$ cat src/rtl/stack_ctrl_pkg.sv
// Shared op codes and FSM state encoding for the stack sequencing controller.
package stack_ctrl_pkg;

  localparam logic [1:0] OP_PUSH    = 2'b00;
  localparam logic [1:0] OP_POP     = 2'b01;
  localparam logic [1:0] OP_PEEK    = 2'b10;
  localparam logic [1:0] OP_REPLACE = 2'b11;

  typedef enum logic [1:0] {
    IDLE  = 2'd0,
    EXEC  = 2'd1,
    EXEC2 = 2'd2,
    RESP  = 2'd3
  } state_e;

endpackage

$ cat src/rtl/stack_depth_tracker.sv
// Saturating occupancy counter with full/empty decode.
// Optional STACK_CTRL_WATERMARK_EN adds a registered almost_full flag.
module stack_depth_tracker #(
  parameter int STACK_DEPTH = 16,
  parameter int DEPTH_W     = $clog2(STACK_DEPTH) + 1
`ifdef STACK_CTRL_WATERMARK_EN
  , parameter int AF_MARGIN = 2
`endif
) (
  input  logic               clk,
  input  logic               rst_n,
  input  logic               clk_en,
  input  logic               inc,
  input  logic               dec,
  output logic [DEPTH_W-1:0] depth,
  output logic               full,
  output logic               empty
`ifdef STACK_CTRL_WATERMARK_EN
  , output logic             almost_full
`endif
);

  localparam logic [DEPTH_W-1:0] DEPTH_MAX = DEPTH_W'(STACK_DEPTH);

  logic [DEPTH_W-1:0] depth_q, depth_d;

  always_comb begin
    depth_d = depth_q;
    if (clk_en) begin
      if (inc && !dec && depth_q != DEPTH_MAX) begin
        depth_d = depth_q + DEPTH_W'(1);
      end else if (dec && !inc && depth_q != '0) begin
        depth_d = depth_q - DEPTH_W'(1);
      end
    end
  end

  always_ff @(posedge clk or negedge rst_n) begin
    if (!rst_n) begin
      depth_q <= '0;
    end else begin
      depth_q <= depth_d;
    end
  end

  assign depth = depth_q;
  assign full  = (depth_q == DEPTH_MAX);
  assign empty = (depth_q == '0);

`ifdef STACK_CTRL_WATERMARK_EN
  localparam logic [DEPTH_W-1:0] AF_LEVEL = DEPTH_W'(STACK_DEPTH - AF_MARGIN);

  logic almost_full_q, almost_full_d;

  // Decoded from the next depth so the flag lines up with o_depth.
  assign almost_full_d = (depth_d >= AF_LEVEL);

  always_ff @(posedge clk or negedge rst_n) begin
    if (!rst_n) begin
      almost_full_q <= 1'b0;
    end else begin
      almost_full_q <= almost_full_d;
    end
  end

  assign almost_full = almost_full_q;
`endif

endmodule

$ cat src/rtl/stack_ctrl.sv
// Sequencing controller in front of the call/data stack: PUSH/POP/PEEK/REPLACE.
// Optional STACK_CTRL_WATERMARK_EN adds parameter AF_MARGIN and port o_almost_full.
//   state | meaning
//   IDLE  | ready for a request; op and data latched on accept
//   EXEC  | decide, strobe the stack, capture top-of-stack
//   EXEC2 | second half of REPLACE: push the latched data
//   RESP  | one enabled-cycle response pulse
module stack_ctrl
  import stack_ctrl_pkg::*;
#(
  parameter int STACK_WIDTH = 16,
  parameter int STACK_DEPTH = 16
`ifdef STACK_CTRL_WATERMARK_EN
  , parameter int AF_MARGIN = 2
`endif
  , localparam int DEPTH_W  = $clog2(STACK_DEPTH) + 1
) (
  input  logic                   clk,
  input  logic                   i_rst_n,
  input  logic                   i_clk_en,
  input  logic                   i_req_valid,
  input  logic [1:0]             i_req_op,
  input  logic [STACK_WIDTH-1:0] i_req_data,
  output logic                   o_req_ready,
  output logic                   o_rsp_valid,
  output logic [STACK_WIDTH-1:0] o_rsp_data,
  output logic                   o_rsp_err,
  output logic                   o_full,
  output logic                   o_empty,
  output logic [DEPTH_W-1:0]     o_depth,
  output logic                   o_err_overflow,
  output logic                   o_err_underflow,
  input  logic                   i_err_clr,
  output logic                   o_stk_push,
  output logic                   o_stk_pop,
  output logic [STACK_WIDTH-1:0] o_stk_data,
  input  logic [STACK_WIDTH-1:0] i_stk_data
`ifdef STACK_CTRL_WATERMARK_EN
  , output logic                 o_almost_full
`endif
);

  state_e                 state_q, state_d;
  logic [1:0]             op_q, op_d;
  logic [STACK_WIDTH-1:0] data_q, data_d;
  logic [STACK_WIDTH-1:0] rsp_data_q, rsp_data_d;
  logic                   rsp_err_q, rsp_err_d;
  logic                   ovf_q, ovf_d;
  logic                   udf_q, udf_d;
  logic                   ovf_set, udf_set;
  logic                   stk_push, stk_pop;
  logic                   full, empty;

  always_comb begin
    state_d    = state_q;
    op_d       = op_q;
    data_d     = data_q;
    rsp_data_d = rsp_data_q;
    rsp_err_d  = rsp_err_q;
    ovf_set    = 1'b0;
    udf_set    = 1'b0;
    stk_push   = 1'b0;
    stk_pop    = 1'b0;
    case (state_q)
      IDLE: begin
        if (i_req_valid) begin
          op_d    = i_req_op;
          data_d  = i_req_data;
          state_d = EXEC;
        end
      end
      EXEC: begin
        if (op_q == OP_PUSH) begin
          state_d = IDLE;
          if (full) ovf_set  = 1'b1;
          else      stk_push = 1'b1;
        end else if (empty) begin
          udf_set    = 1'b1;
          rsp_data_d = '0;
          rsp_err_d  = 1'b1;
          state_d    = RESP;
        end else begin
          rsp_data_d = i_stk_data;
          rsp_err_d  = 1'b0;
          stk_pop    = (op_q != OP_PEEK);
          state_d    = (op_q == OP_REPLACE) ? EXEC2 : RESP;
        end
      end
      EXEC2: begin
        stk_push = 1'b1;
        state_d  = RESP;
      end
      RESP: begin
        state_d = IDLE;
      end
      default: state_d = IDLE;
    endcase

    // A new error on the same edge as a clear leaves the flag set.
    ovf_d = i_err_clr ? 1'b0 : ovf_q;
    udf_d = i_err_clr ? 1'b0 : udf_q;
    if (ovf_set) ovf_d = 1'b1;
    if (udf_set) udf_d = 1'b1;
  end

  always_ff @(posedge clk or negedge i_rst_n) begin
    if (!i_rst_n) begin
      state_q    <= IDLE;
      op_q       <= OP_PUSH;
      data_q     <= '0;
      rsp_data_q <= '0;
      rsp_err_q  <= 1'b0;
      ovf_q      <= 1'b0;
      udf_q      <= 1'b0;
    end else if (i_clk_en) begin
      state_q    <= state_d;
      op_q       <= op_d;
      data_q     <= data_d;
      rsp_data_q <= rsp_data_d;
      rsp_err_q  <= rsp_err_d;
      ovf_q      <= ovf_d;
      udf_q      <= udf_d;
    end
  end

  stack_depth_tracker #(
    .STACK_DEPTH (STACK_DEPTH),
    .DEPTH_W     (DEPTH_W)
`ifdef STACK_CTRL_WATERMARK_EN
    , .AF_MARGIN (AF_MARGIN)
`endif
  ) u_depth (
    .clk         (clk),
    .rst_n       (i_rst_n),
    .clk_en      (i_clk_en),
    .inc         (stk_push),
    .dec         (stk_pop),
    .depth       (o_depth),
    .full        (full),
    .empty       (empty)
`ifdef STACK_CTRL_WATERMARK_EN
    , .almost_full (o_almost_full)
`endif
  );

  assign o_req_ready     = (state_q == IDLE);
  assign o_rsp_valid     = (state_q == RESP);
  assign o_rsp_data      = rsp_data_q;
  assign o_rsp_err       = rsp_err_q;
  assign o_full          = full;
  assign o_empty         = empty;
  assign o_err_overflow  = ovf_q;
  assign o_err_underflow = udf_q;
  assign o_stk_push      = stk_push;
  assign o_stk_pop       = stk_pop;
  assign o_stk_data      = data_q;

endmodule

$ cat config.mk
export PLATFORM = sky130hd
export DESIGN_NAME = stack_ctrl
export DESIGN_NICKNAME = d
export VERILOG_FILES = /design/src/rtl/stack_ctrl_pkg.sv /design/src/rtl/stack_depth_tracker.sv /design/src/rtl/stack_ctrl.sv
export SDC_FILE = /design/constraint.sdc
export NUM_CORES = 1
export LEC_CHECK = 0
export ABC_AREA = 1
export CORE_MARGIN = 10
export CORE_UTILIZATION = 38
export DETAILED_ROUTE_END_ITERATION = 10
export GPL_ROUTABILITY_DRIVEN = 0
export PLACE_DENSITY = 0.76
export SLEW_MARGIN = 5
export SYNTH_ARGS = -nofsm -noshare
export SYNTH_HDL_FRONTEND = slang
export SYNTH_SLANG_ARGS = --single-unit
$ cat constraint.sdc
create_clock -name clk -period 2.27 [get_ports clk]
set_clock_uncertainty 0.05 [all_clocks]
set_input_delay 0.5675 -clock clk [delete_from_list [all_inputs] [get_ports clk]]
set_output_delay 0.5675 -clock clk [all_outputs]
set_load 0.1 [all_outputs]
==> results of run 1 <==
-- repair_timing --
item / 4_1_cts / 5_1_grt
pin swaps: 3 / 3
endpoints found under the setup margin: 2 / 3
setup buffers: 7 / 2
resized for setup: 8 / 4
-- cell families (layout without fill, tap and decap cells) --
logic type      after synthesis  after routing  share of synthesized area (%)
compound gates               32             32                          12.20
buf+inv                      24            134                          5.441
mux                          16             16                          9.005
flops                        44             44                          55.03
xor+xnor                      3              3                          1.314
fa+ha+maj                     8              8                          5.378
simple gates                 44             44                          11.63
-- cell usage in the layout, fill, tap and decap left out, types with 7 or more instances in the layout --
cell type / Yosys / final
sky130_fd_sc_hd__mux2_2: 16 / 16
sky130_fd_sc_hd__inv_1: 14 / 8
sky130_fd_sc_hd__inv_2: 5 / 11
sky130_fd_sc_hd__nand2_1: 18 / 18
sky130_fd_sc_hd__nand2_2: 7 / 7
sky130_fd_sc_hd__buf_4: 0 / 60
sky130_fd_sc_hd__dfrtp_1: 44 / 38
sky130_fd_sc_hd__clkdlybuf4s50_1: 0 / 37
sky130_fd_sc_hd__a22o_1: 16 / 16
-- layout make-up --
type                            count  area [um^2]
Tap cell                           70        87.58
Sequential cell                    44         1119
Clock buffer                        5        68.82
Fill cell                         416         1904
Clock inverter                      3        46.29
Multi-Input combinational cell    103        837.1
Inverter                           20        76.32
Timing Repair Buffer              106        968.4
-- sequential cells by signal, summed over array words and instances (netlist names), named ones only --
signal and count:
o_err_overflow 1, o_stk_data 16, state_q 1, o_rsp_data 16
o_rsp_err 1, u_depth.depth 5, o_err_underflow 1, op_q 2
-- metal layers --
metal | wire length (um) | vias up | global-route usage [%]
li1 | - | 795 | -
met1 | 2324 | 802 | 15.22
met2 | 2709 | 58 | 21.65
met3 | 349 | 7 | 4.036
met4 | 85 | 0 | 5.141
met5 | 0 | - | 0
-- final timing paths --
path                               start               end
max                             register        o_stk_push
min                              i_rst_n     o_stk_data[6]
max reg2reg                     register  u_depth.depth[4]
min reg2reg                o_rsp_data[4]     o_rsp_data[4]
max in group asynchronous        i_rst_n     o_stk_data[5]
min in group clk           o_rsp_data[4]     o_rsp_data[4]
-- critical path: stages (launching register included) --
cell and delay (ns):
sky130_fd_sc_hd__dfrtp_1 0.40, sky130_fd_sc_hd__inv_2 0.09, sky130_fd_sc_hd__ha_4 0.13, sky130_fd_sc_hd__inv_2 0.05, sky130_fd_sc_hd__nor2_4 0.08, sky130_fd_sc_hd__nand2_2 0.08, sky130_fd_sc_hd__a21oi_4 0.19, sky130_fd_sc_hd__buf_4 0.14
sky130_fd_sc_hd__buf_6 0.09, sky130_fd_sc_hd__buf_12 0.16
-- metrics by stage --
step | worst slack, ns | cell area, um^2 | hold slack (ns) | cells
2_1_floorplan | -0.5547 | 2033 | 0.2219 | 171
3_3_place_gp | 0.02332 | 2982 | 0.4395 | 334
5_1_grt | -0.1746 | 3203 | 0.3025 | 351
6_report | -0.06016 | 3203 | 0.2506 | 351
4_1_cts | 0.01469 | 3187 | 0.2727 | 349
3_5_place_dp | -0.06747 | 2982 | 0.4428 | 334
==> impl_metrics.toml, run 1 <==
[clock_network]
root_buffer = "sky130_fd_sc_hd__clkbuf_8"
post_cts_hold_buffer_count = 0
worst_skew_pair.late_latency_ns = 0.30
tritoncts_clock_tree = "built"
clock_tree.htree_level_count = 2
ctsLongestPathBuffers = 2
clock_buffers_created_by_tritoncts = 5
clkSinkCount = 44
path_clk_slew_ns = 0.09

[detailed_routing]
vias = 1662
drt-wirelength-per-cell_um = 15.58
route.antenna.remaining_nets = 0
postRouteWirelength_um = 5468
vias_per_cell = 4.735
drc = 0
initialDrtViolationCount = 66
firstDrtPassIters = 4

[global_routing]
wire_length_of_the_first_global_routing_pass_um = 9032
grt_use_total_pct = 12.98
globalRoute.totalOverflow = 0
grt_antenna_before_repair = 0
grt_start_max_net_pins = 31
number_of_global_route_vias_before_repair = 1819

[synthesis]
ys_ff_latch = 44
synth_most_common_cell = "sky130_fd_sc_hd__dfrtp_1"
synth.top_cells.by_area = "sky130_fd_sc_hd__dfrtp_1 (55%), sky130_fd_sc_hd__mux2_2 (9.0%), sky130_fd_sc_hd__a22o_1 (7.0%), sky130_fd_sc_hd__ha_1 (4.4%), sky130_fd_sc_hd__nand2_1 (3.4%)"
post_synth_instance_area_um2 = 2001
netlist.area_leader.share_pct = 55.03
dominantRegCellSynth = "sky130_fd_sc_hd__dfrtp_1"
synth_commonest_cells = "sky130_fd_sc_hd__dfrtp_1 (44), sky130_fd_sc_hd__nand2_1 (18), sky130_fd_sc_hd__a22o_1 (16), sky130_fd_sc_hd__mux2_2 (16), sky130_fd_sc_hd__inv_1 (14)"
yosysUniqueCellTypes = 27
synth_seq_area_share_pct = 55.03
synth_enable_flop_cells = 0
async_reset_ff_share_pct = 100.0
post_synth.cell_area_avg_um2 = 11.70
dominant_cell_type_by_area_after_synthesis = "sky130_fd_sc_hd__dfrtp_1"
netlist_instances = 171
syn_warnings = 0
nets_in_the_synthesized_netlist = 218

[sta]
min_period_ns = 2.330
timing.final.max_slew_violations = 0
tns_ns = -0.06736
hold_viol_final = 0
rsz0062_at_grt = "true"
transition_time_of_the_tightest_slew_check_pin_ns = 0.6820
final_min_period_over_clock_period_pct = 102.7
achievable-frequency_mhz = 429.2
final_critical_path_setup_slack_ns = -0.06016
final-setup-viol-count = 2
max-slew-margin-rel_pct = 54.53

[floorplan]
coreArea_um2 = 5107
die-width_um = 92.56
die-height_um = 92.56
io_pins = 85
floorplan.initialDensity_pct = 39.17
rows = 26
die_area_um2 = 8567

[setup_path]
critPathRequiredTime_ns = 1.65
endpoint_kind = "output pin"
critPathKind = "reg -> out"
r2r_slack_ns = -0.01
worst_reg2reg_path_depth = 17
critPathLaunchType = "register"
worstPathArrival_ns = 1.71
worst-path-max-fanout = 2

[placed_design]
numPortBuffers = 84
post-dp-hpwl_um = 4196

[hold_path]
hp-class = "in -> async"

[layout]
area.growth.synth_to_final_pct = 60.10
post_route_cells_drive_above_1_share_pct = 46.98
final_core_utilization_pct = 62.71
layout.nets = 327
insertedDiodeCount = 0

[status]
result_of_the_run = "finished, violations left"
violations_in_the_final_reports = "negative setup slack"

[job]
maxCapViolCount = 0
Power of run 1 is left out: the tool's default activity adds up to more than one toggle a clock period on the data nets, which glitch-free logic cannot reach.
==> run 2, diff against run 1 <==
Settings changed: CORE_UTILIZATION 38 to 39, CTS_BUF_LIST set to sky130_fd_sc_hd__clkbuf_8, PLACE_DENSITY 0.76 to 0.77.
==> impl_metrics.toml, run 2 (synthesized netlist as in run 1, its figures left out) <==
[layout]
mostFrequentLayoutCells = "sky130_fd_sc_hd__buf_4 (59), sky130_fd_sc_hd__dfrtp_1 (39), sky130_fd_sc_hd__clkdlybuf4s50_1 (37)"
layout.nets = 325
post_route_cells_drive_above_1_share_pct = 45.32
mostFrequentLayoutCell = "sky130_fd_sc_hd__buf_4"
insertedDiodeCount = 0
area.growth.synth_to_final_pct = 57.66

[sta]
timing.final.max_slew_violations = 0
hold_viol_final = 0
achievable-frequency_mhz = 431.1
tns_ns = -0.09385
transition_time_of_the_tightest_slew_check_pin_ns = 0.2858
fin_worst_hold_slack_ns = 0.08080
final-setup-viol-count = 2
rsz0062_at_grt = "true"
final_min_period_over_clock_period_pct = 102.2
final_critical_path_setup_slack_ns = -0.04987
max-slew-margin-rel_pct = 80.92
min_period_ns = 2.320

[global_routing]
number_of_global_route_vias_before_repair = 1806
wire_length_of_the_first_global_routing_pass_um = 8804
grt_use_total_pct = 12.78
grt_start_max_net_pins = 21
grt_antenna_before_repair = 0
globalRoute.totalOverflow = 0

[detailed_routing]
met1Wirelength_um = 2100
firstDrtPassIters = 4
drt-wirelength-per-cell_um = 15.38
dr_wl_met2_um = 2788
met3_length_um = 401
highest_layer = "met4"
vias_per_cell = 4.629
initialDrtViolationCount = 65
route.antenna.remaining_nets = 0
drc = 0
vias = 1611
postRouteWirelength_um = 5351

[placed_design]
numPortBuffers = 84
post-dp-hpwl_um = 4234
detailedPlace.worstSlack_ns = -0.04711

[floorplan]
die-height_um = 91.63
die-width_um = 91.63
rows = 26
floorplan.initialDensity_pct = 39.68
io_pins = 85
die_area_um2 = 8395
coreArea_um2 = 5042

[job]
maxCapViolCount = 0

[clock_network]
path_clk_slew_ns = 0.09
worst_skew_pair.late_latency_ns = 0.30
clock_buffers_created_by_tritoncts = 5
clock_tree.htree_level_count = 2
clkSinkCount = 44
ctsLongestPathBuffers = 2
tritoncts_clock_tree = "built"
root_buffer = "sky130_fd_sc_hd__clkbuf_8"

[setup_path]
worstPathArrival_ns = 2.46
timing.rr.end = "u_depth.depth[3]"
endpoint_kind = "register"
worst_reg2reg_path_depth = 14
worst-path-max-fanout = 4
critPathKind = "reg -> reg"
critPathLaunchType = "register"
critPathRequiredTime_ns = 2.41
r2r_slack_ns = -0.05

[status]
result_of_the_run = "finished, violations left"
violations_in_the_final_reports = "negative setup slack"

[hold_path]
hp-class = "in -> async"
run 2: cell types whose count changed in the layout (fill, tap and decap cells not counted):
cell	change
sky130_fd_sc_hd__dfrtp_2	-1
sky130_fd_sc_hd__inv_1	+3
sky130_fd_sc_hd__buf_6	-1
sky130_fd_sc_hd__nand2_2	+1
sky130_fd_sc_hd__buf_4	-1
sky130_fd_sc_hd__inv_2	-4
sky130_fd_sc_hd__bufinv_16	-1
sky130_fd_sc_hd__inv_6	-1
sky130_fd_sc_hd__inv_4	+1
sky130_fd_sc_hd__clkinv_2	+1
sky130_fd_sc_hd__dfrtp_1	+1
sky130_fd_sc_hd__nand2_1	-1
run 2: how the worst max path moves through the flow:
stage	end	slack (ns)
2_1_floorplan	u_depth.depth[4]	-0.55
3_3_place_gp	u_depth.depth[4]	0.01
3_5_place_dp	u_depth.depth[4]	-0.05
4_1_cts	u_depth.depth[4]	0.005
5_1_grt	u_depth.depth[4]	-0.24
6_report	u_depth.depth[3]	-0.05
run 2: metrics by stage:
stage | instance area (um^2) | std cells | util (%)
floorplan | 2033 | 171 | -
global placement | 2989 | 335 | 59.28
detailed placement | 2989 | 335 | 59.28
CTS | 3122 | 345 | 61.91
global route | 3154 | 348 | 62.56
finish | 3154 | 348 | 62.56
run 2: area by class of cell:
class	count	area, um^2
Sequential cell	44	1117
Fill cell	426	1888
Inverter	20	78.83
Tap cell	70	87.58
Clock buffer	5	68.82
Clock inverter	2	12.51
Multi-Input combinational cell	103	839.6
Timing Repair Buffer	104	949.7
run 2: what timing repair did:
action,CTS,global route
setup endpoints to repair,2,2
hold buffers,0,0
gates cloned,0,0
pin swaps,6,9
endpoints found under the hold margin,0,0
buffers inserted,3,3
resized for setup,4,5
run 2: layer usage:
layer | vias to the layer above | GRT usage [%]
met3 | 6 | 5.216
met2 | 47 | 22.45
met5 | - | 0
met4 | 0 | 3.916
met1 | 770 | 13.69
li1 | 788 | -
run 2: worst max-delay path, cell delays in order, from the launching register on:
cell and delay [ns]:
sky130_fd_sc_hd__dfrtp_1 0.37, sky130_fd_sc_hd__inv_2 0.05, sky130_fd_sc_hd__buf_4 0.14, sky130_fd_sc_hd__ha_4 0.27, sky130_fd_sc_hd__inv_1 0.06, sky130_fd_sc_hd__a21oi_4 0.16, sky130_fd_sc_hd__nand2_4 0.09, sky130_fd_sc_hd__buf_4 0.14
sky130_fd_sc_hd__buf_4 0.12, sky130_fd_sc_hd__buf_4 0.12, sky130_fd_sc_hd__ha_1 0.26, sky130_fd_sc_hd__nand3_1 0.08, sky130_fd_sc_hd__nand3_1 0.08, sky130_fd_sc_hd__xnor2_1 0.14, sky130_fd_sc_hd__o21ai_1 0.08
Power of run 2 is left out for the same reason.
